[src/rtl/timer_capture_buffer.sv]
// Tagged first-word-fall-through FIFO that buffers timer capture and alarm events.
// A full buffer drops new events and counts them rather than stalling the timer.
module timer_capture_buffer #(
  parameter int TIMER_WIDTH    = 32,
  parameter int DEPTH          = 8,
  parameter int DROP_CNT_WIDTH = 16
) (
  input  logic                         clk,
  input  logic                         areset,
  input  logic                         sreset,
  input  logic                         cap_valid,
  input  logic [TIMER_WIDTH-1:0]       cap_value,
  input  logic                         alarm_valid,
  input  logic                         rd_ready,
  output logic                         rd_valid,
  output logic [TIMER_WIDTH-1:0]       rd_data,
  output logic [1:0]                   rd_tag,
  output logic [$clog2(DEPTH+1)-1:0]   fill_level,
  output logic                         overflow,
  output logic [DROP_CNT_WIDTH-1:0]    drop_count
);

  localparam int PW = $clog2(DEPTH);
  localparam int FW = $clog2(DEPTH+1);
  localparam int EW = TIMER_WIDTH + 2;

  logic [EW-1:0]             r_mem [DEPTH];
  logic [PW-1:0]             r_wptr;
  logic [PW-1:0]             r_rptr;
  logic [FW-1:0]             r_fill;
  logic                      r_valid;
  logic [TIMER_WIDTH-1:0]    r_data;
  logic [1:0]                r_tag;
  logic                      r_ovf;
  logic [DROP_CNT_WIDTH-1:0] r_drop;

  logic                      w_ev;
  logic                      w_pop;
  logic                      w_full;
  logic                      w_acc;
  logic                      w_bypass;
  logic [EW-1:0]             w_entry;
  logic [PW-1:0]             w_rptr_nxt;
  logic [FW-1:0]             w_fill_nxt;

  assign w_ev       = cap_valid | alarm_valid;
  assign w_pop      = r_valid & rd_ready;
  assign w_full     = (r_fill == FW'(DEPTH));
  assign w_acc      = w_ev & (~w_full | w_pop);
  assign w_entry    = {alarm_valid, cap_valid,
                       cap_valid ? cap_value : {TIMER_WIDTH{1'b0}}};
  assign w_rptr_nxt = r_rptr + PW'(1);

  // New entry becomes head directly when the buffer is, or is about to be, empty.
  assign w_bypass = w_acc & ((r_fill == '0) |
                             (w_pop & (r_fill == FW'(1))));

  always_comb begin
    w_fill_nxt = r_fill;
    unique case ({w_acc, w_pop})
      2'b10:   w_fill_nxt = r_fill + FW'(1);
      2'b01:   w_fill_nxt = r_fill - FW'(1);
      default: w_fill_nxt = r_fill;
    endcase
  end

  always_ff @(posedge clk) begin
    if (w_acc & ~sreset)
      r_mem[r_wptr] <= w_entry;
  end

  always_ff @(posedge clk or posedge areset) begin
    if (areset) begin
      r_wptr  <= '0;
      r_rptr  <= '0;
      r_fill  <= '0;
      r_valid <= 1'b0;
      r_data  <= '0;
      r_tag   <= '0;
      r_ovf   <= 1'b0;
      r_drop  <= '0;
    end else if (sreset) begin
      r_wptr  <= '0;
      r_rptr  <= '0;
      r_fill  <= '0;
      r_valid <= 1'b0;
      r_data  <= '0;
      r_tag   <= '0;
      r_ovf   <= 1'b0;
      r_drop  <= '0;
    end else begin
      r_fill  <= w_fill_nxt;
      r_valid <= (w_fill_nxt != '0);
      if (w_acc)
        r_wptr <= r_wptr + PW'(1);
      if (w_pop)
        r_rptr <= w_rptr_nxt;
      if (w_bypass)
        {r_tag, r_data} <= w_entry;
      else if (w_pop && (w_fill_nxt != '0))
        {r_tag, r_data} <= r_mem[w_rptr_nxt];
      if (w_ev & ~w_acc) begin
        r_ovf <= 1'b1;
        if (~&r_drop)
          r_drop <= r_drop + DROP_CNT_WIDTH'(1);
      end
    end
  end

  assign rd_valid   = r_valid;
  assign rd_data    = r_data;
  assign rd_tag     = r_tag;
  assign fill_level = r_fill;
  assign overflow   = r_ovf;
  assign drop_count = r_drop;

endmodule

[config.mk]
export PLATFORM = sky130hd
export DESIGN_NAME = timer_capture_buffer
export DESIGN_NICKNAME = d
export VERILOG_FILES = /design/src/rtl/timer_capture_buffer.sv
export SDC_FILE = /design/constraint.sdc
export NUM_CORES = 1
export LEC_CHECK = 0
export ABC_AREA = 1
export BUFFER_PORTS_ARGS = -buffer_cell sky130_fd_sc_hd__buf_2
export CAP_MARGIN = 20
export CORE_MARGIN = 8
export CORE_UTILIZATION = 60
export DETAILED_ROUTE_END_ITERATION = 12
export GPL_TIMING_DRIVEN = 0
export HOLD_SLACK_MARGIN = 0.1
export PLACE_DENSITY = 0.79
export SYNTH_ARGS = -nofsm -noshare
export SYNTH_HDL_FRONTEND = slang
export SYNTH_SLANG_ARGS = --single-unit
export TNS_END_PERCENT = 100
[constraint.sdc]
create_clock -name clk -period 4.1 [get_ports clk]
set_clock_uncertainty 0.05 [all_clocks]
set_input_delay 0.205 -clock clk [delete_from_list [all_inputs] [get_ports clk]]
set_output_delay 0.205 -clock clk [all_outputs]
set_load 0.005 [all_outputs]
==> results of run 1 <==
through the flow:
stage               TNS [ps]  hold slack, ps  utilization (%)
global placement     -134910           434.7            64.01
detailed placement         0           389.6            65.06
floorplan                  0           253.9                -
global route               0           127.5            69.99
finish                     0           111.9            69.99
CTS                        0           102.8            69.99
power groups by stage:
stage | registers, uW | logic (uW) | clock network, uW
2_1_floorplan | 4080 | 1190 | 0
3_3_place_gp | 4070 | 1860 | 0
3_5_place_dp | 4070 | 1950 | 0
4_1_cts | 4010 | 1980 | 3060
5_1_grt | 4030 | 2180 | 3200
6_report | 4010 | 2000 | 3060
synth_stat cells, types with 6 or more instances:
cell	number	share of area (%)
clkbuf_1	38	0.98
o21ai_0	16	0.55
dfrtp_1	62	11
o211ai_1	34	1.8
nand4_1	13	0.56
inv_1	99	2.6
a21oi_1	12	0.41
buf_2	21	0.72
ha_1	6	0.52
nand3_1	294	10
buf_1	11	0.28
inv_2	13	0.34
nor2_1	23	0.59
edfxtp_1	272	56
nand2_1	438	11
cell usage in the layout, fill, tap and decap left out, types with 3 or more instances in the layout:
cell | synthesis | routed
nand3_2 | 3 | 3
nand4_1 | 13 | 13
nand3_1 | 294 | 294
edfxtp_1 | 272 | 272
inv_2 | 13 | 13
dlygate4sd3_1 | 0 | 8
o211ai_1 | 34 | 34
buf_2 | 21 | 113
nor3_1 | 5 | 5
nor2_1 | 23 | 15
inv_1 | 99 | 98
xor2_1 | 3 | 3
clkbuf_1 | 38 | 45
clkinv_1 | 1 | 6
nand2_1 | 438 | 438
buf_1 | 11 | 11
ha_1 | 6 | 6
nand2_2 | 3 | 3
nand2_4 | 3 | 3
buf_16 | 0 | 4
a21oi_1 | 12 | 12
buf_6 | 5 | 5
buf_4 | 5 | 5
buf_12 | 0 | 4
dfrtp_1 | 62 | 62
nor2_4 | 1 | 9
clkbuf_16 | 0 | 37
clkbuf_8 | 0 | 5
clkinv_2 | 0 | 7
o21ai_0 | 16 | 16
flip-flops by register name, summed over array words and instances, names as in the netlist:
register    cells
r_mem         272
rd_data        32
drop_count     16
fill_level      4
r_rptr          3
r_wptr          3
rd_tag          2
overflow        1
rd_valid        1
kinds of logic (layout without fill, tap and decap cells):
logic type / Yosys count / count (layout) / share of synthesized area, %
and+or+nand+nor: 788 / 788 / 23.67
DFF: 334 / 334 / 66.94
buffers and inverters: 193 / 363 / 5.558
AOI/OAI and AO/OA: 70 / 70 / 3.128
adders and majority gates: 6 / 6 / 0.5170
xor gates and xnor gates: 3 / 3 / 0.1810
per-layer routing:
metal | part of all wire [%] | track usage (%)
met5 | 0 | 0
met4 | 4.0 | 12.29
met3 | 11 | 4.590
met2 | 48 | 44.10
met1 | 36 | 33.81
final cells by class:
type / instances / share of cell area, %
well taps: 324 / 2.410
flip-flops and latches: 334 / 57.78
repair buffers: 108 / 4.344
clock inverters: 13 / 0.4983
inverters: 113 / 2.536
plain buffers: 80 / 2.276
clock buffers: 49 / 6.069
multi-input cells: 867 / 24.09
worst reg2reg max path, delay by kind of cell, from the launching register on:
family	cells	cell delay, ps
buffers and inverters	3	470
flip-flops	1	470
adder cells (fa/ha/maj)	1	270
AND/OR/NAND/NOR	6	1530
worst min path at each step:
stage,end,slack (ps)
floorplan,r_mem[0][32],250
global placement,rd_data[19],430
detailed placement,rd_data[20],390
CTS,r_mem[7][16],100
global route,r_mem[6][6],130
finish,r_mem[5][30],110
==> flow_summary.ini, run 1 <==
[worst_setup_path]
critPathBufInv = 3
crit_chain = inv_1 -> ha_1 -> nand3_2 -> nor2_1 -> nor2_1 -> inv_1 -> nor2_1 -> nand2_1 -> nor2_4 -> buf_16
cpLargestDelayFamily = simple AND/OR/NAND/NOR gates
cp.arrival_ps = 3250
r2r-start = fill_level[0]
slowest_delay_ps = 740
reg2reg_to = r_mem[2][19]
end_kind = register
startpoint_type = register
crit_top_cell = nor2_1
crit_type = reg2reg
r2r_slack_ps = 1010
reg2reg_depth = 10
crit_end = r_mem[2][19]
path_max_fanout = 21
path_depth = 10
startpoint = fill_level[0]
required_ps = 4260
cpMaxStageDelayCell = nor2_4

[min_path]
min_path_cells = 3
hp-class = in2reg
min_from = cap_value[30]

[routing]
wl_mm = 38.60
drc = 0
drt_iter0_drc = 1346
routed-via-count = 11190
wire_per_inst_um = 20.44
dr.pass1.iters = 5
drtAntennaViolNets = 0
via_per_inst = 5.926

[cells_and_area]
n_fill_cell = 1712
area_delta_synth_final_pct = 15.87
final_nets = 1582
instances_no_fill = 1888
n_antenna_cell = 0
drive_above_1_share_pct = 14.07
seq_area_mm2 = 0.009719
stdcell_area_mm2 = 0.01682
multi_input_area_mm2 = 0.004053

[sta]
worst_pin_slew_ps = 893.4
maxSlewViolCount = 0
fin_crit_sh_pct = 75.25
setup_viol = 0
rsz0062_at_grt = false
fmax_mhz = 324.1
slew_headroom_pct = 40.44
layout_min_cycle_time_ps = 3085
setup_slack_ps = 1015
hold_violations = 0

[synthesis]
synth_cell_types = 33
yosysWarningCount = 0
ys_ff_latch = 334
synth_area_mm2 = 0.01452
synth_edf_count = 272
async_flop_share_pct = 18.56
ys.flop_type = edfxtp_1
yosysSeqAreaShare_pct = 66.94
synth_fp_nets = 1438
syn_inst = 1394
syn_area_per_cell_um2 = 10.42

[clocking]
cts_hold_buf = 8
cts_resized = 0
cts.root.buffer_cell = clkbuf_16
numCtsBuffers = 34
post_cts_buffers = 0
cts_num_sinks = 334
cts_max_path_buffers = 3
cts.htree.levels = 2
clk_latency_ps = 510
cts_tree = yes
clk_pin_slew_ps = 60

[placed_design]
placedCellCount = 1818
portBuffers = 92
dp_slack_ps = 1004
place_area_mm2 = 0.01564
hpwl_mm = 24.37
place_congestion = 0.8842

[power]
clockPowerShare_pct = 33.7
power_frac_seq_pct = 44.2
vdd_drop_max_uv = 278.6
switchingPower_uw = 2746
leakagePower_uw = 0.007107
combinationalPowerShare_pct = 22.0
switching_share_pct = 30.29
power.density_mw_per_mm2 = 538.9
finalPower_uw = 9065
p_int_uw = 6319

[floorplanning]
core_mm2 = 0.02403
rows = 57
die_y_um = 171.6
start_util_pct = 60.41
die_area_mm2 = 0.02943
dieWidth_um = 171.6
io_pins = 94

[run_status]
status = completed

[global_route]
antenna_found_initial = 0
grt_overflow = 0
grt_pass1_vias = 11250
grtUsageTotal_pct = 26.57
grt_pass1_wl_mm = 59.95
grt_max_degree = 63

[job]
maxCapViolations = 0
(Power assumes the default switching activity.)
==> inputs of run 2 (changes only) <==
--- a/config.mk
+++ b/config.mk
@@ -9,11 +9,11 @@
 export BUFFER_PORTS_ARGS = -buffer_cell sky130_fd_sc_hd__buf_2
 export CAP_MARGIN = 20
 export CORE_MARGIN = 8
-export CORE_UTILIZATION = 60
+export CORE_UTILIZATION = 55
 export DETAILED_ROUTE_END_ITERATION = 12
 export GPL_TIMING_DRIVEN = 0
 export HOLD_SLACK_MARGIN = 0.1
-export PLACE_DENSITY = 0.79
+export PLACE_DENSITY = 0.76
 export SYNTH_ARGS = -nofsm -noshare
 export SYNTH_HDL_FRONTEND = slang
 export SYNTH_SLANG_ARGS = --single-unit
==> constraint.sdc (replaced) <==
create_clock -name clk -period 2.61 [get_ports clk]
set_clock_uncertainty 0.05 [all_clocks]
set_input_delay 0.1305 -clock clk [delete_from_list [all_inputs] [get_ports clk]]
set_output_delay 0.1305 -clock clk [all_outputs]
set_load 0.005 [all_outputs]
==> run 2 against run 1 <==
Total power up 60%. Flip-flop and latch count unchanged. Clock power up 64%. Combinational power up 60%. Final cell count up 2.5%. Non-clock buffer count up 37. Final area up 2.9%. Critical path depth unchanged. Utilization down 3.4 points. Die area up 8.2%. Highest routed layer unchanged. Wire length up 1.3%.
==> flow_summary.ini, run 2 (synthesis results as in run 1) <==
[run_status]
status = completed

[placed_design]
dp_slack_ps = -396.0
place_congestion = 0.8602
hpwl_mm = 24.58
portBuffers = 92

[floorplanning]
die_area_mm2 = 0.03185
io_pins = 94
dieWidth_um = 178.5
rows = 59
core_mm2 = 0.02598
die_y_um = 178.5
start_util_pct = 55.87

[clocking]
cts_num_sinks = 334
cts_tree = yes
clk_latency_ps = 520
cts.root.buffer_cell = clkbuf_16
cts_max_path_buffers = 3
clk_pin_slew_ps = 70
numCtsBuffers = 34
cts.htree.levels = 2

[power]
leakagePower_uw = 0.007327
power.density_mw_per_mm2 = 838.4
vdd_drop_max_uv = 602.8

[worst_setup_path]
reg2reg_depth = 10
cp.arrival_ps = 2620
r2r-start = fill_level[1]
reg2reg_to = r_mem[5][10]
r2r_slack_ps = 150
cpMaxStageDelayCell = dfrtp_1
startpoint_type = register
crit_type = reg2reg
end_kind = register
path_max_fanout = 20
crit_chain = inv_1 -> ha_1 -> nand3_2 -> nor2_1 -> nor2_1 -> inv_1 -> nor2_2 -> nand2_2 -> nor2_4 -> buf_16
required_ps = 2770
cpLargestDelayFamily = simple AND/OR/NAND/NOR gates
slowest_delay_ps = 460
critPathBufInv = 3

[sta]
slew_headroom_pct = 42.07
hold_violations = 0
fmax_mhz = 406.5
layout_min_cycle_time_ps = 2460
setup_slack_ps = 150.1
maxSlewViolCount = 0
setup_viol = 0
tns_ps = 0
worst_pin_slew_ps = 868.9
fin_crit_sh_pct = 94.25
rsz0062_at_grt = false

[cells_and_area]
drive_above_1_share_pct = 15.12
regMostFlops = r_mem
mostFrequentLayoutCells = 436 x nand2_1, 294 x nand3_1, 272 x edfxtp_1, 113 x buf_2, 98 x inv_1
area_delta_synth_final_pct = 19.23
largest_reg_flops = 272
final_nets = 1619
mostFrequentLayoutCell = nand2_1
n_antenna_cell = 0

[routing]
via_per_inst = 5.785
dr.pass1.iters = 6
wl_mm = 39.10
routed-via-count = 11200
drt_iter0_drc = 1396
drtAntennaViolNets = 0
wire_per_inst_um = 20.20
drc = 0

[job]
maxCapViolations = 0

[global_route]
grt_pass1_wl_mm = 60.13
grt_max_degree = 63
grtUsageTotal_pct = 24.49
antenna_found_initial = 0
grt_overflow = 0
grt_pass1_vias = 11070

[min_path]
min_from = cap_value[20]
min_path_cells = 3
hp-class = in2reg
hold_end = r_mem[7][20]
## run 2: cell count changes in the layout (fill, tap and decap cells not counted), sizes merged
cell,before,now
dlygate4sd3,8,36
buf,142,149
bufinv,1,4
clkinv,13,12
## run 2: what timing repair did
action / in CTS / in global routing
setup buffers: 9 / 0
gates resized for setup: 2 / 14
hold buffers: 36 / 0
setup endpoints to repair: 254 / 298
pin swaps: 8 / 0
hold endpoints to repair: 338 / 0
cloned: 0 / 0
## run 2: routing by layer
metal	track usage, %	up-vias	wire [um]
li1	-	5133	-
met1	31.49	5325	14770
met2	40.75	650	19040
met3	4.615	91	4200
met4	9.266	0	1088
met5	0	-	0
## run 2: worst min-delay path: cells and delay by family
family / cells / cell delay (ps)
buf+inv: 2 / 300
simple gates: 1 / 90
## run 2: final cells by class
type,instances,area (um^2)
Tap cell,335,419.2
Fill cell,1887,8673
Sequential cell,334,9721
Timing Repair Buffer,145,1129
Multi-Input combinational cell,867,4068
Inverter,113,426.7
Clock inverter,15,172.7
Clock buffer,47,983.4
Buffer,80,392.9
## run 2: power by group
group,internal (uW),leakage (uW),switching [uW]
clock network,3040,0.000575,1990
registers,6130,0.00333,166
logic,1020,0.00342,2170
## run 2: through the flow
stage                     util (%)  power (uW)  std cells  instance area [um^2]  hold WS, ps
after floorplan                  -        8286       1394                 14540        179.4
after global placement       59.34        9336       1821                 15420        392.2
after detailed placement     60.23        9465       1829                 15650        323.2
after CTS                    66.55       14500       1936                 17290        113.6
after global routing         66.62       15110       1936                 17310        135.9
final                        66.62       14510       1936                 17310        129.2
## run 2: worst max-delay path by stage
stage | end | cells past startpoint | slack, ps | from
floorplan | r_mem[0][0] | 9 | -140 | fill_level[0]
detailed placement | r_mem[6][11] | 10 | -400 | fill_level[0]
finish | r_mem[5][10] | 10 | 150 | fill_level[1]
global placement | r_mem[0][10] | 9 | -1120 | fill_level[0]
CTS | r_mem[4][20] | 10 | 2 | fill_level[0]
global route | rd_data[7] | 14 | 10 | fill_level[0]
